### config.mk
export PLATFORM = sky130hd
export DESIGN_NAME = mem_port_arbiter
export DESIGN_NICKNAME = d
export VERILOG_FILES = /design/src/rtl/mem_arb_pkg.sv /design/src/rtl/mem_port_arbiter_rr_arbiter2.sv /design/src/rtl/mem_port_arbiter.sv
export SDC_FILE = /design/constraint.sdc
export NUM_CORES = 1
export LEC_CHECK = 0
export CAP_MARGIN = 20
export CORE_AREA = 2 2 138 106
export DETAILED_ROUTE_END_ITERATION = 8
export DIE_AREA = 0 0 140 108
export GPL_TIMING_DRIVEN = 0
export PLACE_DENSITY = 0.88
export SLEW_MARGIN = 15
export SYNTH_ARGS = -nofsm -noshare
export SYNTH_HDL_FRONTEND = slang
export SYNTH_SLANG_ARGS = --single-unit
### constraint.sdc
create_clock -name clk -period 3.3 [get_ports clk]
set_input_delay 0.825 -clock clk [delete_from_list [all_inputs] [get_ports clk]]
set_output_delay 0.825 -clock clk [all_outputs]
set_load 0.02 [all_outputs]
### src/rtl/mem_arb_pkg.sv
// Shared types and helpers for the two-port memory data-port arbiter.
package mem_arb_pkg;

  typedef enum logic [1:0] {
    IDLE,
    ACCESS,
    RESP
  } state_t;

  localparam logic [3:0] BYTES_NONE = 4'd0;
  localparam logic [3:0] BYTES_B    = 4'd1;
  localparam logic [3:0] BYTES_H    = 4'd2;
  localparam logic [3:0] BYTES_W    = 4'd4;

  function automatic logic legal_bytes(input logic [3:0] bytes);
    return (bytes == BYTES_B) || (bytes == BYTES_H) || (bytes == BYTES_W);
  endfunction

endpackage

### src/rtl/mem_port_arbiter_rr_arbiter2.sv
// Two-way round-robin grant; the previous winner loses a tie.
module rr_arbiter2 (
  input  logic [1:0] req,
  input  logic       last_grant,
  input  logic       enable,
  output logic [1:0] grant
);

  always_comb begin
    grant = '0;
    if (enable) begin
      unique case (req)
        2'b01:   grant = 2'b01;
        2'b10:   grant = 2'b10;
        2'b11:   grant = last_grant ? 2'b01 : 2'b10;
        default: grant = '0;
      endcase
    end
  end

endmodule

### src/rtl/mem_port_arbiter.sv
// Serializes reads and 1/2/4-byte writes from two requesters onto the
// memory's single data port: IDLE -> ACCESS -> RESP, one access per 3 cycles.
module mem_port_arbiter
  import mem_arb_pkg::*;
#(
  parameter int ADDR_WIDTH = 32,
  parameter int DATA_WIDTH = 32
) (
  input  logic                       clk,
  input  logic                       rst,
  input  logic [1:0]                 req_valid,
  output logic [1:0]                 req_ready,
  input  logic [1:0]                 req_write,
  input  logic [1:0][ADDR_WIDTH-1:0] req_addr,
  input  logic [1:0][3:0]            req_bytes,
  input  logic [1:0][DATA_WIDTH-1:0] req_wdata,
  output logic                       resp_valid,
  output logic                       resp_id,
  output logic [DATA_WIDTH-1:0]      resp_rdata,
  output logic                       resp_err,
  output logic [ADDR_WIDTH-1:0]      fetch_addr,
  input  logic [DATA_WIDTH-1:0]      fetched_data,
  output logic [ADDR_WIDTH-1:0]      write_addr,
  output logic [DATA_WIDTH-1:0]      write_data,
  output logic [3:0]                 bytes_to_write
);

  state_t                state, state_next;
  logic                  last_grant;
  logic [1:0]            grant;
  logic                  win_id;
  logic                  handshake;

  logic                  lat_id;
  logic                  lat_write;
  logic [ADDR_WIDTH-1:0] lat_addr;
  logic [3:0]            lat_bytes;
  logic [DATA_WIDTH-1:0] lat_wdata;

  rr_arbiter2 u_rr (
    .req        (req_valid),
    .last_grant (last_grant),
    .enable     ((state == IDLE) && !rst),
    .grant      (grant)
  );

  assign req_ready = grant;
  assign win_id    = grant[1];
  assign handshake = |(req_valid & grant);

  always_comb begin
    state_next = state;
    unique case (state)
      IDLE:    if (handshake) state_next = ACCESS;
      ACCESS:  state_next = RESP;
      RESP:    state_next = IDLE;
      default: state_next = IDLE;
    endcase
  end

  always_ff @(posedge clk) begin
    if (rst) begin
      state      <= IDLE;
      last_grant <= 1'b1;
      lat_id     <= 1'b0;
      lat_write  <= 1'b0;
      lat_addr   <= '0;
      lat_bytes  <= '0;
      lat_wdata  <= '0;
      resp_valid <= 1'b0;
      resp_id    <= 1'b0;
      resp_rdata <= '0;
      resp_err   <= 1'b0;
    end else begin
      state      <= state_next;
      resp_valid <= (state == ACCESS);
      if ((state == IDLE) && handshake) begin
        last_grant <= win_id;
        lat_id     <= win_id;
        lat_write  <= req_write[win_id];
        lat_addr   <= req_addr[win_id];
        lat_bytes  <= req_bytes[win_id];
        lat_wdata  <= req_wdata[win_id];
      end
      if (state == ACCESS) begin
        resp_id    <= lat_id;
        resp_rdata <= lat_write ? '0 : fetched_data;
        resp_err   <= lat_write && !legal_bytes(lat_bytes);
      end
    end
  end

  assign fetch_addr = lat_addr;
  assign write_addr = lat_addr;
  assign write_data = lat_wdata;

  // Gated by rst so a reset landing in ACCESS suppresses the memory write.
  always_comb begin
    bytes_to_write = BYTES_NONE;
    if ((state == ACCESS) && !rst && lat_write && legal_bytes(lat_bytes))
      bytes_to_write = lat_bytes;
  end

endmodule

==> impl_metrics.csv <==
group,metric,value,unit
synth,ys_seq_area_share,38.2,%
power_and_ir_drop,power_density,427,nW/µm²
sta,fin_crit,3.23,ns
power_and_ir_drop,p_int,2.72,mW
global_routing,grt_pass1_vias,5359,
setup_path,criticalPathCategory,"in -> out",
setup_path,end_kind,"primary output",
setup_path,startpoint_type,"input pin",
routing,vias_per_cell,5.17,
setup_path,worstPathMaxFanout,3,
synth,synth-seq-cells,108,
placed_design,gp_congestion,0.852,
finish,area_growth,64.3,%
finish,layout.nets,1034,
finish,seqCellArea,2160,µm²
floorplanning,io_pins,311,
synth,ys_top_cells_by_area,"dfxtp_1 (38%), o32ai_2 (20%), o211ai_1 (9.1%)",
finish,multiInputGateArea,2520,µm²
cts,clock_path_buffers,2,
synth,synth-edff-count,0,
power_and_ir_drop,power.share.switching,31.5,%
setup_path,reg2reg_depth,6,
worst_hold_path,hold_path_class,"reg -> reg",
routing,ant_nets,0,
synth,syn_inst,538,
placed_design,dpl.hpwl,14500,µm
setup_path,cp.arrival,2.40,ns
power_and_ir_drop,p_clk_share,26.6,%
sta,max_freq,310,MHz
sta,setup_viol_count_final,0,
global_routing,grt_overflow_total,0,
power_and_ir_drop,netSwitchingPower,1.25,mW
synth,syn_nets,712,
global_routing,grt_usage,24.1,%
synth,synthesis.area,5660,µm²
global_routing,grt_antenna_before_repair,0,
sta,holdWs,0.481,ns
routing,route.vias.total,5375,
synth,synth_top_flop_cell,"dfxtp_1",
synth,synth_cell_types,36,
synth,avgSynthCellArea,10.5,µm²
placed_design,port_buffers,309,
power_and_ir_drop,leakage,3.46,nW
floorplanning,core,13700,µm²
cts,ctsHtreeMaxLevel,3,
floorplanning,start_util,41.5,%
floorplanning,die_area,15100,µm²
sta,period_share,97.8,%
floorplanning,die_y,108,µm
synth,synthTopCellsByCount,"dfxtp_1 (108), inv_1 (70), a21oi_1 (69), o211ai_1 (69), o32ai_2 (69)",
cts,cts_tree,"built",
synth,yosys.cell_count.top_type,"dfxtp_1",
floorplanning,dieWidth,140,µm
routing,first_pass_iters,9,
finish,n_antenna_cell,0,
routing,drtIter0Drc,243,
cts,ctsHoldBuffers,0,
power_and_ir_drop,power_frac_comb,35.2,%
synth,yosysTopAreaCell,"dfxtp_1",
routing,post_drt_wl_per_cell,18.1,µm
power_and_ir_drop,peakVddDrop,0.000298,V
sta,rsz0062_at_grt,"false",
finish,drive_above_1_share,22.2,%
power_and_ir_drop,pwr-share-seq,38.2,%
routing,wirelength,18800,µm
run_status,status,"complete, but fails checks",
sta,setup_slack,0.0728,ns
run,cap_violations,0,
global_routing,grt_first_pass_wirelength,28600,µm
cts,cts_buffers,9,
worst_hold_path,holdPathStages,1,
placed_design,dp_slack,-0.629,ns
placed_design,dp_cells,1022,
routing,drcViolationCount,20,
global_routing,grt_max_degree,19,
setup_path,required,2.47,ns
sta,hold_viol_final,0,
cts,cts_root_buf,"clkbuf_16",
run_status,violations,"DRC",
synth,synthArstFlopShare,0,%
cts,clock_sinks,108,
floorplanning,rows,37,
synth,synth_top_area_share,38.2,%
cts,clock_latency,0.35,ns
finish,fill_cells,1051,
finish,layoutNonFillerInstCount,1039,
sta,report.final.slew_viol_count,0,
cts,clk_transition_reported_paths,0.07,ns
sta,finalClockSkew,0.00643,ns
finish,utilization,68.1,%
synth,ys_warn_count,0,
kinds of logic (layout without fill, tap and decap cells):
logic type	after synthesis	count (layout)	share of synthesized area, %
compound gates	246	246	41.1
buf+inv	164	490	17.9
flops	108	108	38.2
mux	1	1	0.177
other cells	1	1	0.0662
simple gates	18	18	2.59
layer usage:
layer	part of all wire [%]	up-vias	global-route usage [%]
li1	-	2620	-
met1	40	2499	29.8
met2	50	220	42.3
met3	7.7	36	5.93
met4	2.4	0	7.00
met5	0	-	0
area by class of cell:
class,instances,area share [%]
buffer,93,8.02
clock buffer,10,2.57
clock inverter,5,0.498
inverter,71,2.89
multi-input combinational,266,27.1
sequential,108,23.2
tap,175,2.35
timing repair buffer,311,33.3
state kept, by name, indices dropped and copies added, names as in the netlist:
register and flops:
fetch_addr 32, resp_err 1, state 2, resp_id 1, last_grant 1, resp_valid 1
resp_rdata 32, lat_id 1, write_data 32, lat_write 1, lat_bytes 4
repair_timing:
action | 4_1_cts | 5_1_grt
hold endpoints to repair | 0 | 0
pin swaps | 1 | 0
setup endpoints to repair | 5 | 3
buffers inserted | 2 | 0
gates resized for setup | 24 | 3
gates cloned | 0 | 0
cell usage in the layout (no fill, tap or decap), types with 2 or more instances in the layout:
cell,count
clkbuf_16,9
o211ai_1,69
a22o_1,32
nand2b_1,2
clkinvlp_4,2
a21oi_1,69
dfxtp_1,108
nor4_2,2
inv_1,70
buf_2,28
nor2_1,3
o32ai_2,69
inv_8,2
clkdlybuf4s50_1,304
buf_4,39
clkbuf_8,5
clkbuf_1,2
buf_6,24
power groups by stage:
stage,logic (mW),registers (mW),clock network (mW)
global route,1.48,1.53,1.13
floorplan,0.621,1.67,0
finish,1.40,1.52,1.06
global placement,1.38,1.54,0
CTS,1.40,1.51,1.08
detailed placement,1.39,1.54,0
critical path, cell delays in order:
cell             delay (ns)
clkdlybuf4s50_1        0.49
a21boi_4               0.25
and2_2                 0.20
clkdlybuf4s50_1        0.63
metrics by stage:
step / TNS [ns] / power, mW / cell area, µm²
floorplan: 0 / 2.29 / 5660
global placement: -2.63 / 2.92 / 8970
detailed placement: -2.64 / 2.94 / 8970
global route: 0 / 4.15 / 9300
CTS: 0 / 4.00 / 9290
finish: 0 / 3.97 / 9300
path summary, 6_finish.rpt:
kind / from / slack (ns) / end
setup / recovery: req_valid[1] / 0.07 / req_ready[1]
hold reg to reg: resp_rdata[23]$_SDFFE_PP0N_ / 0.48 / resp_rdata[23]$_SDFFE_PP0N_
hold / removal: resp_rdata[23]$_SDFFE_PP0N_ / 0.48 / resp_rdata[23]$_SDFFE_PP0N_
setup reg to reg: last_grant$_SDFFE_PP1P_ / 1.55 / fetch_addr[30]$_SDFFE_PP0P_
No activity file was read; power rests on OpenSTA's default activity.
